===== config.mk =====
export PLATFORM = sky130hd
export DESIGN_NAME = fir_decim_buffer
export DESIGN_NICKNAME = d
export VERILOG_FILES = /design/src/rtl/fir_decim_buffer.sv
export SDC_FILE = /design/constraint.sdc
export NUM_CORES = 1
export LEC_CHECK = 0
export ABC_AREA = 1
export CAP_MARGIN = 40
export CORE_MARGIN = 5
export CORE_UTILIZATION = 25
export CTS_CLUSTER_SIZE = 14
export DETAILED_ROUTE_END_ITERATION = 7
export PLACE_DENSITY = 0.43
export SLEW_MARGIN = 20
export SYNTH_ARGS = -nofsm -noshare
export SYNTH_HDL_FRONTEND = slang
export SYNTH_SLANG_ARGS = --single-unit

===== constraint.sdc =====
create_clock -name clk -period 4 [get_ports clk]
set_clock_uncertainty 0.2 [all_clocks]
set_input_delay 0.6 -clock clk [delete_from_list [all_inputs] [get_ports clk]]
set_output_delay 0.6 -clock clk [all_outputs]
set_load 0.05 [all_outputs]

===== src/rtl/fir_decim_buffer.sv =====
// rtl/fir_decim_buffer.sv - decimating FWFT sample FIFO behind the FIR filter
// Define FIR_DECIM_AVG_EN to emit group averages instead of picking every DECIM-th sample.
module fir_decim_buffer #(
  parameter int DECIM = 4,
  parameter int DEPTH = 16
) (
  input  logic                   clk,
  input  logic                   rst,
  input  logic                   in_valid,
  input  logic [15:0]            in_data,
  output logic                   out_valid,
  input  logic                   out_ready,
  output logic [15:0]            out_data,
  output logic [$clog2(DEPTH):0] level,
  output logic                   overflow,
  output logic [15:0]            drop_cnt,
  input  logic                   clr_ovf
);

  localparam int PW = (DECIM > 1) ? $clog2(DECIM) : 1;
  localparam int AW = $clog2(DEPTH);
  localparam int LW = AW + 1;

  logic [PW-1:0] phase;
  logic          phase_last;
  logic          keep;
  logic [15:0]   keep_data;

  assign phase_last = (phase == PW'(DECIM - 1));

  always_ff @(posedge clk or posedge rst) begin
    if (rst) begin
      phase <= '0;
    end else if (in_valid) begin
      phase <= phase_last ? '0 : phase + PW'(1);
    end
  end

`ifdef FIR_DECIM_AVG_EN
  localparam int SH   = $clog2(DECIM);
  localparam int ACCW = 16 + SH;

  logic signed [ACCW-1:0] acc;
  logic signed [ACCW-1:0] base;
  logic signed [ACCW-1:0] sum;

  // A full group of 16-bit samples always fits in ACCW bits, so no saturation is needed.
  assign base      = (phase == '0) ? '0 : acc;
  assign sum       = base + ACCW'($signed(in_data));
  assign keep      = in_valid & phase_last;
  assign keep_data = 16'(sum >>> SH);

  always_ff @(posedge clk or posedge rst) begin
    if (rst) begin
      acc <= '0;
    end else if (in_valid) begin
      acc <= sum;
    end
  end
`else
  assign keep      = in_valid & (phase == '0);
  assign keep_data = in_data;
`endif

  logic [15:0]   mem [DEPTH];
  logic [AW-1:0] wptr;
  logic [AW-1:0] rptr;
  logic          full;
  logic          pop;
  logic          push;
  logic          drop;

  // A pop in the same cycle frees the slot, so a full FIFO can still take the sample.
  assign full = (level == LW'(DEPTH));
  assign pop  = out_valid & out_ready;
  assign push = keep & (~full | pop);
  assign drop = keep & full & ~pop;

  assign out_valid = (level != '0);
  assign out_data  = out_valid ? mem[rptr] : 16'h0000;

  always_ff @(posedge clk) begin
    if (push) begin
      mem[wptr] <= keep_data;
    end
  end

  always_ff @(posedge clk or posedge rst) begin
    if (rst) begin
      wptr  <= '0;
      rptr  <= '0;
      level <= '0;
    end else begin
      if (push) wptr <= wptr + AW'(1);
      if (pop)  rptr <= rptr + AW'(1);
      case ({push, pop})
        2'b10:   level <= level + LW'(1);
        2'b01:   level <= level - LW'(1);
        default: level <= level;
      endcase
    end
  end

  // A drop in the same cycle as clr_ovf wins, restarting the count at one.
  always_ff @(posedge clk or posedge rst) begin
    if (rst) begin
      overflow <= 1'b0;
      drop_cnt <= 16'h0000;
    end else if (drop) begin
      overflow <= 1'b1;
      if (clr_ovf)
        drop_cnt <= 16'd1;
      else if (drop_cnt != 16'hFFFF)
        drop_cnt <= drop_cnt + 16'd1;
    end else if (clr_ovf) begin
      overflow <= 1'b0;
      drop_cnt <= 16'h0000;
    end
  end

endmodule


==> reports/qor.csv, run 1 <==
metric,value,unit
status,finished clean,
Max Cap Viol,0,
post-CTS sizing,0,
WP data required,3.20,ns
Layout Cells excl Fill,1686,
Final Net Count,1079,
filler instances,4761,
r2r setup slk,1.47,ns
DR pass1 iterations,5,
Detail Placement HPWL,20.8,mm
Placer Congestion,0.776,
setup TNS,0,ns
die width,229,um
worst hold slack,0.278,ns
post-synthesis sequential area ratio,0.710,
count of different cell masters after synthesis,34,
drt drc,0,
Leak Pwr,4.92,nW
Root Driver,clkbuf_16,
Worst Hold Class,in2async,
DP Area,13600,um^2
Final Instance Area,14600,um^2
RSZ-0062 raised after global routing,no,
Seq pwr share,0.326,
GR Util All Layers,0.126,
"Period Utilization, post-route",0.959,
total CTS buffers,35,
proportion of layout cells with a drive suffix above 1,0.132,
CTS sink cnt,288,
sw frac,0.394,
n_diodes,0,
CP max FO,20,
grt total ovfl,0,
Worst-Skew Late Latency,0.51,ns
Final Hold Viols,0,
dpl ws,0.771,ns
Area Overhead vs Synth,22.3,%
syn_area_per_cell,12.3,um^2
die area,52300,um^2
Core Area,47500,um^2
# Post-CTS Setup Buffers,0,
final core utilization,0.307,
Initial Utilization,0.251,
CP Data Arrival Time,3.03,ns
NetSw,4.39,mW
max-slew violations,0,
Reg-to-Reg End,mem[10][9]$_DFFE_PP_,
CTS tree,done,
row cnt,80,
Post-Place Cells,1625,
nature of the critical path endpoint,primary output,
port bufs,59,
"count leader, synth",edfxtp_1,
Post-synth EDFFs,256,
VDD IR max,0.580,mV
Clk pwr share,0.259,
Mapped Area,12000,um^2
largest net degree at the start of global routing,131,
Area contributors post-synth,"edfxtp_1 64%, dfrtp_1 6.7%, o21ai_0 6.2%",
Synth top area share,0.643,
largest area contributor in the netlist,edfxtp_1,
Pwr Density,762,nW/um^2
critical setup path kind,reg2out,
Post-Syn Nets,1005,
"Hold-fix buffers, CTS",0,
number of synthesis warnings,0,
first-pass GRT wire length,51.0,mm
drt total wl,34.0,mm
"antenna viol nets, final",0,
Slew headroom,0.451,
routed wire length per instance,20.1,um
Worst-Margin Slew,0.820,ns
Total Power,11.1,mW
Synth Flop Type,edfxtp_1,
initial antenna violation count,0,
Pint,6.75,mW
fmax,0.261,GHz
RR Startpoint,phase[0]$_DFFE_PP0P_,
vias in the first global route,7964,
#FFs+latches synth,288,
ys async rst share,0.111,
drt initial violations,619,
R2R cell count,7,
Via density,4.68,
Via Count,7897,
"CTS clk-pin slew, worst paths",0.06,ns
clk buf depth,3,
Comb pwr share,0.415,
top post-synthesis cells by count,"256 x edfxtp_1, 175 x nor2_1, 148 x o21ai_0",
Post-Synthesis Cells,974,
Setup WS post-layout,0.165,ns
Chip Height,229,um
fin crit period,3.83,ns
Critical Path Source Type,flop,
# IOs,60,
htree depth,2,
final setup vio count,0,
## how the worst max path moves through the flow
| stage | cells past startpoint | end | from | slack [ns] |
|---|---|---|---|---|
| global route | 9 | out_data[13] | rptr[1]$_DFFE_PP0P_ | 0.07 |
| floorplan | 5 | out_data[10] | level[0]$_DFFE_PP0P_ | 0.64 |
| CTS | 7 | out_data[8] | rptr[0]$_DFFE_PP0P_ | 0.19 |
| detailed placement | 7 | out_data[8] | rptr[0]$_DFFE_PP0P_ | 0.77 |
| finish | 6 | out_data[13] | rptr[3]$_DFFE_PP0P_ | 0.17 |
| global placement | 9 | out_data[11] | rptr[0]$_DFFE_PP0P_ | 0.76 |
## critical path, cell delays in order, from the launching register on
cell and delay [ns]:
dfrtp_1 0.68, clkinv_1 0.37, buf_4 0.33, nor2_1 0.12, o21ai_0 0.19, a21oi_1 0.59, buf_12 0.22
## state kept, by name, summed over array words and instances, names as in the netlist
register,count
rptr,4
level,5
overflow,1
phase,2
mem,256
wptr,4
drop_cnt,16
## kinds of logic after synthesis
group,share of synthesized area
flops,0.710
xor+xnor,0.00879
simple gates,0.110
compound gates,0.125
buf+inv,0.0357
fa+ha+maj,0.0105
## layout by cell type (no fill, tap or decap), types with 2 or more instances in the layout
master / count
clkbuf_16: 37
nand3_1: 43
nor3_2: 2
o21ai_1: 4
buf_12: 20
nand2_2: 5
inv_2: 3
clkbuf_1: 7
nor2_1: 161
nor3_4: 2
clkinv_2: 7
nand2_1: 67
o21ai_2: 2
clkdlybuf4s50_1: 43
dfrtp_1: 30
buf_4: 29
clkinv_1: 9
nor2_2: 17
nor3_1: 3
a21oi_2: 8
o221ai_1: 46
edfxtp_1: 256
o21a_1: 3
inv_1: 41
o22ai_1: 18
o21ai_0: 148
ha_1: 10
clkinv_4: 2
a21oi_1: 19
xor2_1: 12
nand4_1: 8
## layout make-up
cell class,instances,area (um^2),area share
clock buffer,44,952,0.0651
clock inverter,16,81.3,0.00556
inverter,47,179,0.0122
multi-input combinational,583,3080,0.211
sequential,288,8490,0.581
tap,615,769,0.0526
timing repair buffer,93,1060,0.0725
## power by group through the flow
stage | sequential [mW] | clock, mW | combinational, mW
after floorplan | 3.71 | 0 | 2.57
after global placement | 3.68 | 0 | 4.66
after detailed placement | 3.69 | 0 | 4.66
after CTS | 3.63 | 2.99 | 4.67
after global routing | 3.65 | 3.12 | 4.97
final | 3.63 | 2.88 | 4.62
## metal layers
layer  part of all wire  track usage  wire [um]
met5                  0            0          0
met4              0.021       0.0329        708
met3              0.045       0.0214       1510
met2               0.48        0.211      16400
met1               0.45        0.171      15300
Power figures use the tool's default switching activity.
==> run 2, diff against run 1 <==
MAX_ROUTING_LAYER = met4   (was unset)
PLACE_DENSITY = 0.44   (was 0.43)
clock period = 3.23 ns   (was 4 ns; I/O delays follow)
==> run 2 against run 1 <==
  * Sequential cell count unchanged
  * Wire length is essentially flat
  * Power grew 28%
  * Largest power group unchanged
  * Die area unchanged
  * Sequential share of layout area shrank 1.3 points
==> reports/qor.csv, run 2 (same netlist as run 1, synthesis figures left out) <==
metric,value,unit,change
status,finished clean,,unchanged
critical setup path kind,reg2out,,unchanged
Worst-Margin Slew,0.706,ns,was 0.820 ns
Final Hold Viols,0,,unchanged
flip-flop count of the largest register after layout,256,,unchanged
Placer Congestion,0.789,,was 0.776
routed wire length per instance,20.0,um,was 20.1 um
GR Util All Layers,0.128,,was 0.126
"antenna viol nets, final",0,,unchanged
drt total wl,34.0,mm,about the same
Leak Pwr,5.07,nW,was 4.92 nW
fin crit period,3.12,ns,
port bufs,59,,unchanged
most frequent cells in the layout,"256 x edfxtp_1, 161 x nor2_1, 147 x o21ai_0",,"was 256 x edfxtp_1, 161 x nor2_1, 148 x o21ai_0"
Root Driver,clkbuf_16,,unchanged
Pwr Density,954,nW/um^2,was 762 nW/um^2
Final Net Count,1094,,"was 1,079"
filler instances,4758,,"was 4,761"
Final Instance Area,14900,um^2,"was 14,600 um^2"
Worst-Skew Late Latency,0.56,ns,was 0.51 ns
RSZ-0062 raised after global routing,yes,,was no
Via density,4.70,,was 4.68
Max Cap Viol,0,,unchanged
die area,52300,um^2,unchanged
CTS sink cnt,288,,unchanged
final setup vio count,0,,unchanged
Via Count,7991,,"was 7,897"
DP Area,13700,um^2,"was 13,600 um^2"
nature of the critical path endpoint,primary output,,unchanged
fmax,0.320,GHz,
first-pass GRT wire length,50.8,mm,was 51.0 mm
"CTS clk-pin slew, worst paths",0.06,ns,about the same
biggest regs,"mem (256), drop_cnt (16), level (5)",,unchanged
Slew headroom,0.528,,was 0.451
Total Power,14.3,mW,was 11.1 mW
Worst Hold Class,reg2reg,,was in2async
setup TNS,0,ns,unchanged
Initial Utilization,0.251,,unchanged
max-slew violations,0,,unchanged
grt total ovfl,0,,unchanged
"Period Utilization, post-route",0.966,,
clk buf depth,3,,unchanged
CP max FO,33,,was 20
total CTS buffers,31,,was 35
proportion of layout cells with a drive suffix above 1,0.155,,was 0.132
worst hold slack,0.288,ns,was 0.278 ns
Storage cell area,8490,um^2,unchanged
vias in the first global route,8053,,"was 7,964"
DR pass1 iterations,4,,was 5
drt drc,0,,unchanged
WP data required,2.55,ns,was 3.20 ns
initial antenna violation count,1,,was 0
Layout Cells excl Fill,1702,,"was 1,686"
"most common cell after layout, fill and taps aside",edfxtp_1,,unchanged
Chip Height,229,um,unchanged
largest net degree at the start of global routing,68,,was 131
row cnt,80,,unchanged
CTS tree,done,,unchanged
VDD IR max,0.401,mV,was 0.580 mV
CP Data Arrival Time,2.44,ns,was 3.03 ns
Detail Placement HPWL,20.5,mm,was 20.8 mm
register bank with the most flops,mem,,unchanged
Post-Place Cells,1639,,"was 1,625"
Core Area,47500,um^2,unchanged
drt initial violations,446,,was 619
# IOs,60,,unchanged
die width,229,um,unchanged
htree depth,1,,was 2
Critical Path Source Type,flop,,unchanged
Area Overhead vs Synth,25.0,%,was 22.3%
multi-input combinational cell area,3120,um^2,was 3080 um^2
[run 2: worst paths after layout]
check | slack (ns) | from | cells past startpoint | endpoint
min in group asynchronous | 0.47 | rst | 3 | phase[1]$_DFFE_PP0P_
setup reg to reg | 0.94 | phase[0]$_DFFE_PP0P_ | 7 | mem[0][2]$_DFFE_PP_
hold reg to reg | 0.29 | overflow$_DFFE_PP0P_ | 2 | overflow$_DFFE_PP0P_
hold / removal | 0.29 | overflow$_DFFE_PP0P_ | 2 | overflow$_DFFE_PP0P_
setup / recovery | 0.11 | rptr[0]$_DFFE_PP0P_ | 8 | out_data[9]
max in group asynchronous | 1.76 | rst | 5 | drop_cnt[14]$_DFFE_PP0P_
[run 2: layer usage]
layer	routed length, um	vias up	GRT usage
met2	16000	174	0.208
met1	15800	4023	0.170
met5	0	-	-
met3	1500	55	0.0230
li1	-	3739	-
met4	712	0	0.0255
[run 2: cell type report]
type / instances / area share
Inverter: 47 / 0.0127
Multi-Input combinational cell: 583 / 0.209
Clock inverter: 18 / 0.0147
Tap cell: 615 / 0.0515
Sequential cell: 288 / 0.568
Antenna cell: 1 / 0.000167
Clock buffer: 38 / 0.0543
Timing Repair Buffer: 112 / 0.0893
[run 2: report_power, final]
part           leakage, nW  internal, mW  switching (mW)
clock network        0.503          2.17            1.45
registers             2.72          4.32           0.164
logic                 1.85          2.26            3.88
total                 5.07          8.75            5.50
[run 2: stage by stage]
step / setup WS, ns / util
after CTS: -0.0476 / 0.311
after global routing: -0.0119 / 0.314
after global placement: 0.451 / 0.288
after floorplan: -0.0171 / -
final: 0.109 / 0.314
after detailed placement: 0.420 / 0.288
[run 2: timing repair]
| item | 4_1_cts | 5_1_grt |
|---|---|---|
| gates resized for setup | 7 | 22 |
| cloned | 0 | 2 |
| endpoints found under the hold margin | 2 | 0 |
| setup endpoints to repair | 9 | 16 |
| pin swaps | 0 | 2 |
| setup buffers | 0 | 3 |
| hold buffers | 1 | 0 |
[run 2: worst max-delay path: stages (launching register included)]
cell and delay (ns):
dfrtp_4 0.56, clkinv_8 0.12, buf_12 0.11, clkbuf_16 0.21, nor2_1 0.06, o221ai_1 0.19
nand3_1 0.16, a21oi_1 0.27, buf_12 0.18
==> run 3, diff against run 2 <==
SLEW_MARGIN = 40   (was 20)
==> run 3 against run 2 <==
  * First-iteration DRC count up 12%
  * Hold slack worse by 0.23 ns
  * Non-clock buffer count down 4
  * Die area unchanged
  * Sequential share of layout area about the same
  * Critical endpoint is now out_data[7]
==> reports/qor.csv, run 3 (same netlist as run 1, synthesis figures left out) <==
metric,value,unit,change
status,finished clean,,unchanged
"slowest stage cell, crit path",dfrtp_4,,unchanged
DR pass1 iterations,5,,was 4
die area,52300,um^2,unchanged
nature of the critical path endpoint,primary output,,unchanged
WP data required,2.55,ns,about the same
Comb pwr share,0.425,,was 0.431
drt drc,0,,unchanged
largest net degree at the start of global routing,68,,unchanged
proportion of layout cells with a drive suffix above 1,0.153,,was 0.155
Slew headroom,0.499,,was 0.528
drt initial violations,501,,was 446
Core Area,47500,um^2,unchanged
RSZ-0062 raised after global routing,yes,,unchanged
total CTS buffers,31,,unchanged
register bank with the most flops,mem,,unchanged
sw frac,0.382,,was 0.386
CP bufs+invs,3,,was 4
"Hold-fix buffers, CTS",0,,was 1
"antenna viol nets, final",0,,unchanged
RR Startpoint,phase[0]$_DFFE_PP0P_,,unchanged
initial antenna violation count,1,,unchanged
htree depth,1,,unchanged
fin crit period,3.12,ns,about the same
Setup WS post-layout,0.110,ns,was 0.109 ns
routed wire length per instance,20.0,um,about the same
first-pass GRT wire length,51.3,mm,was 50.8 mm
Seq pwr share,0.312,,was 0.314
grt total ovfl,0,,unchanged
flip-flop count of the largest register after layout,256,,unchanged
CP Data Arrival Time,2.44,ns,about the same
NetSw,5.48,mW,was 5.50 mW
die width,229,um,unchanged
drt total wl,33.9,mm,was 34.0 mm
"most common cell after layout, fill and taps aside",edfxtp_1,,unchanged
fmax,0.321,GHz,was 0.320 GHz
Area Overhead vs Synth,24.9,%,was 25.0%
Initial Utilization,0.251,,unchanged
"CP delay by family, top",compound AO/OA/AOI/OAI gates,,was buffers and inverters
clk buf depth,3,,unchanged
Worst-Margin Slew,0.749,ns,was 0.706 ns
max-slew violations,0,,unchanged
"CTS clk-pin slew, worst paths",0.06,ns,about the same
Root Driver,clkbuf_16,,unchanged
CTS tree,done,,unchanged
Worst Hold Class,in2async,,was reg2reg
# IOs,60,,unchanged
Clk pwr share,0.262,,was 0.255
Leak Pwr,5.07,nW,about the same
vias in the first global route,8064,,"was 8,053"
row cnt,80,,unchanged
biggest regs,"mem (256), drop_cnt (16), level (5)",,unchanged
GR Util All Layers,0.129,,was 0.128
VDD IR max,0.456,mV,was 0.401 mV
Via Count,7935,,"was 7,991"
Final Hold Viols,0,,unchanged
Max stage delay on crit path,0.56,ns,about the same
Detail Placement HPWL,20.5,mm,about the same
DP Area,13700,um^2,about the same
Pint,8.86,mW,was 8.75 mW
critical setup path kind,reg2out,,unchanged
crit path from,rptr[0]$_DFFE_PP0P_,,unchanged
worst path cell trace,"clkinv_8, buf_16, o21ai_0, o221ai_1, nand3_1, a21oi_1, buf_12",,"was clkinv_8, buf_12, clkbuf_16, nor2_1, o221ai_1, nand3_1, a21oi_1, buf_12"
CTS sink cnt,288,,unchanged
dpl ws,0.416,ns,was 0.420 ns
Pwr Density,960,nW/um^2,was 954 nW/um^2
most frequent cells in the layout,"256 x edfxtp_1, 161 x nor2_1, 146 x o21ai_0",,"was 256 x edfxtp_1, 161 x nor2_1, 147 x o21ai_0"
Final Instance Area,14900,um^2,about the same
Placer Congestion,0.789,,unchanged
port bufs,59,,unchanged
Worst-Skew Late Latency,0.56,ns,about the same
Final Net Count,1090,,"was 1,094"
Chip Height,229,um,unchanged
Via density,4.67,,was 4.70
final setup vio count,0,,unchanged
CP max FO,34,,was 33
Max Cap Viol,0,,unchanged
Critical Path Source Type,flop,,unchanged
"Period Utilization, post-route",0.966,,about the same
## run 3: path summary, 6_finish.rpt
kind	endpoint	slack (ns)	cells after the start
setup / recovery	out_data[7]	0.11	7
hold / removal	level[4]$_DFFE_PP0P_	0.06	2
setup reg to reg	mem[0][2]$_DFFE_PP_	0.93	7
hold reg to reg	overflow$_DFFE_PP0P_	0.29	2
max in group asynchronous	drop_cnt[14]$_DFFE_PP0P_	2.25	3
min in group clk	overflow$_DFFE_PP0P_	0.29	2
## run 3: through the flow
stage	total power, mW	cells	utilization	TNS, ns	hold WS (ns)
floorplan	7.77	974	-	-0.171	0.301
global placement	10.4	1638	0.288	0	0.275
detailed placement	10.4	1638	0.288	0	0.269
CTS	14.3	1695	0.311	-0.0274	0.0507
global route	15.1	1699	0.314	-0.0156	0.0782
finish	14.3	1699	0.314	0	0.0610
## run 3: area by class of cell
cell class              count  area (um^2)
clock buffers              41          853
fillers                  4771        32600
flip-flops and latches    288         8490
inverters                  47          190
well taps                 615          769
diodes                      1         2.50
clock inverters            16          230
multi-input cells         583         3120
repair buffers            108         1270
## run 3: routing by layer
metal,track usage,vias to the layer above,wire length [um]
met4,0.0229,0,577
li1,-,3722,-
met1,0.176,3993,15800
met3,0.0232,42,1560
met5,-,-,0
met2,0.206,178,15900
## run 3: worst reg2reg max path: stages (launching register included)
cell     delay (ns)
dfrtp_1        0.39
inv_1          0.08
ha_1           0.15
nand2_1        0.13
nor2_2         0.25
nand2_1        0.22
nor2_2         0.21
buf_4          0.34
## run 3: repair_timing
action                                 CTS  global route
setup endpoints to repair                7            16
gates resized for setup                  8            20
endpoints found under the hold margin    0             0
buffers inserted                         0             1
pin swaps                                0             3
cloned                                   0             2
## run 3: power groups by stage
stage | Sequential [mW] | Clock (mW) | Combinational (mW)
after global routing | 4.51 | 4.03 | 6.58
after CTS | 4.47 | 3.88 | 5.94
after global placement | 4.54 | 0 | 5.87
after detailed placement | 4.54 | 0 | 5.87
after floorplan | 4.59 | 0 | 3.18
final | 4.48 | 3.76 | 6.10
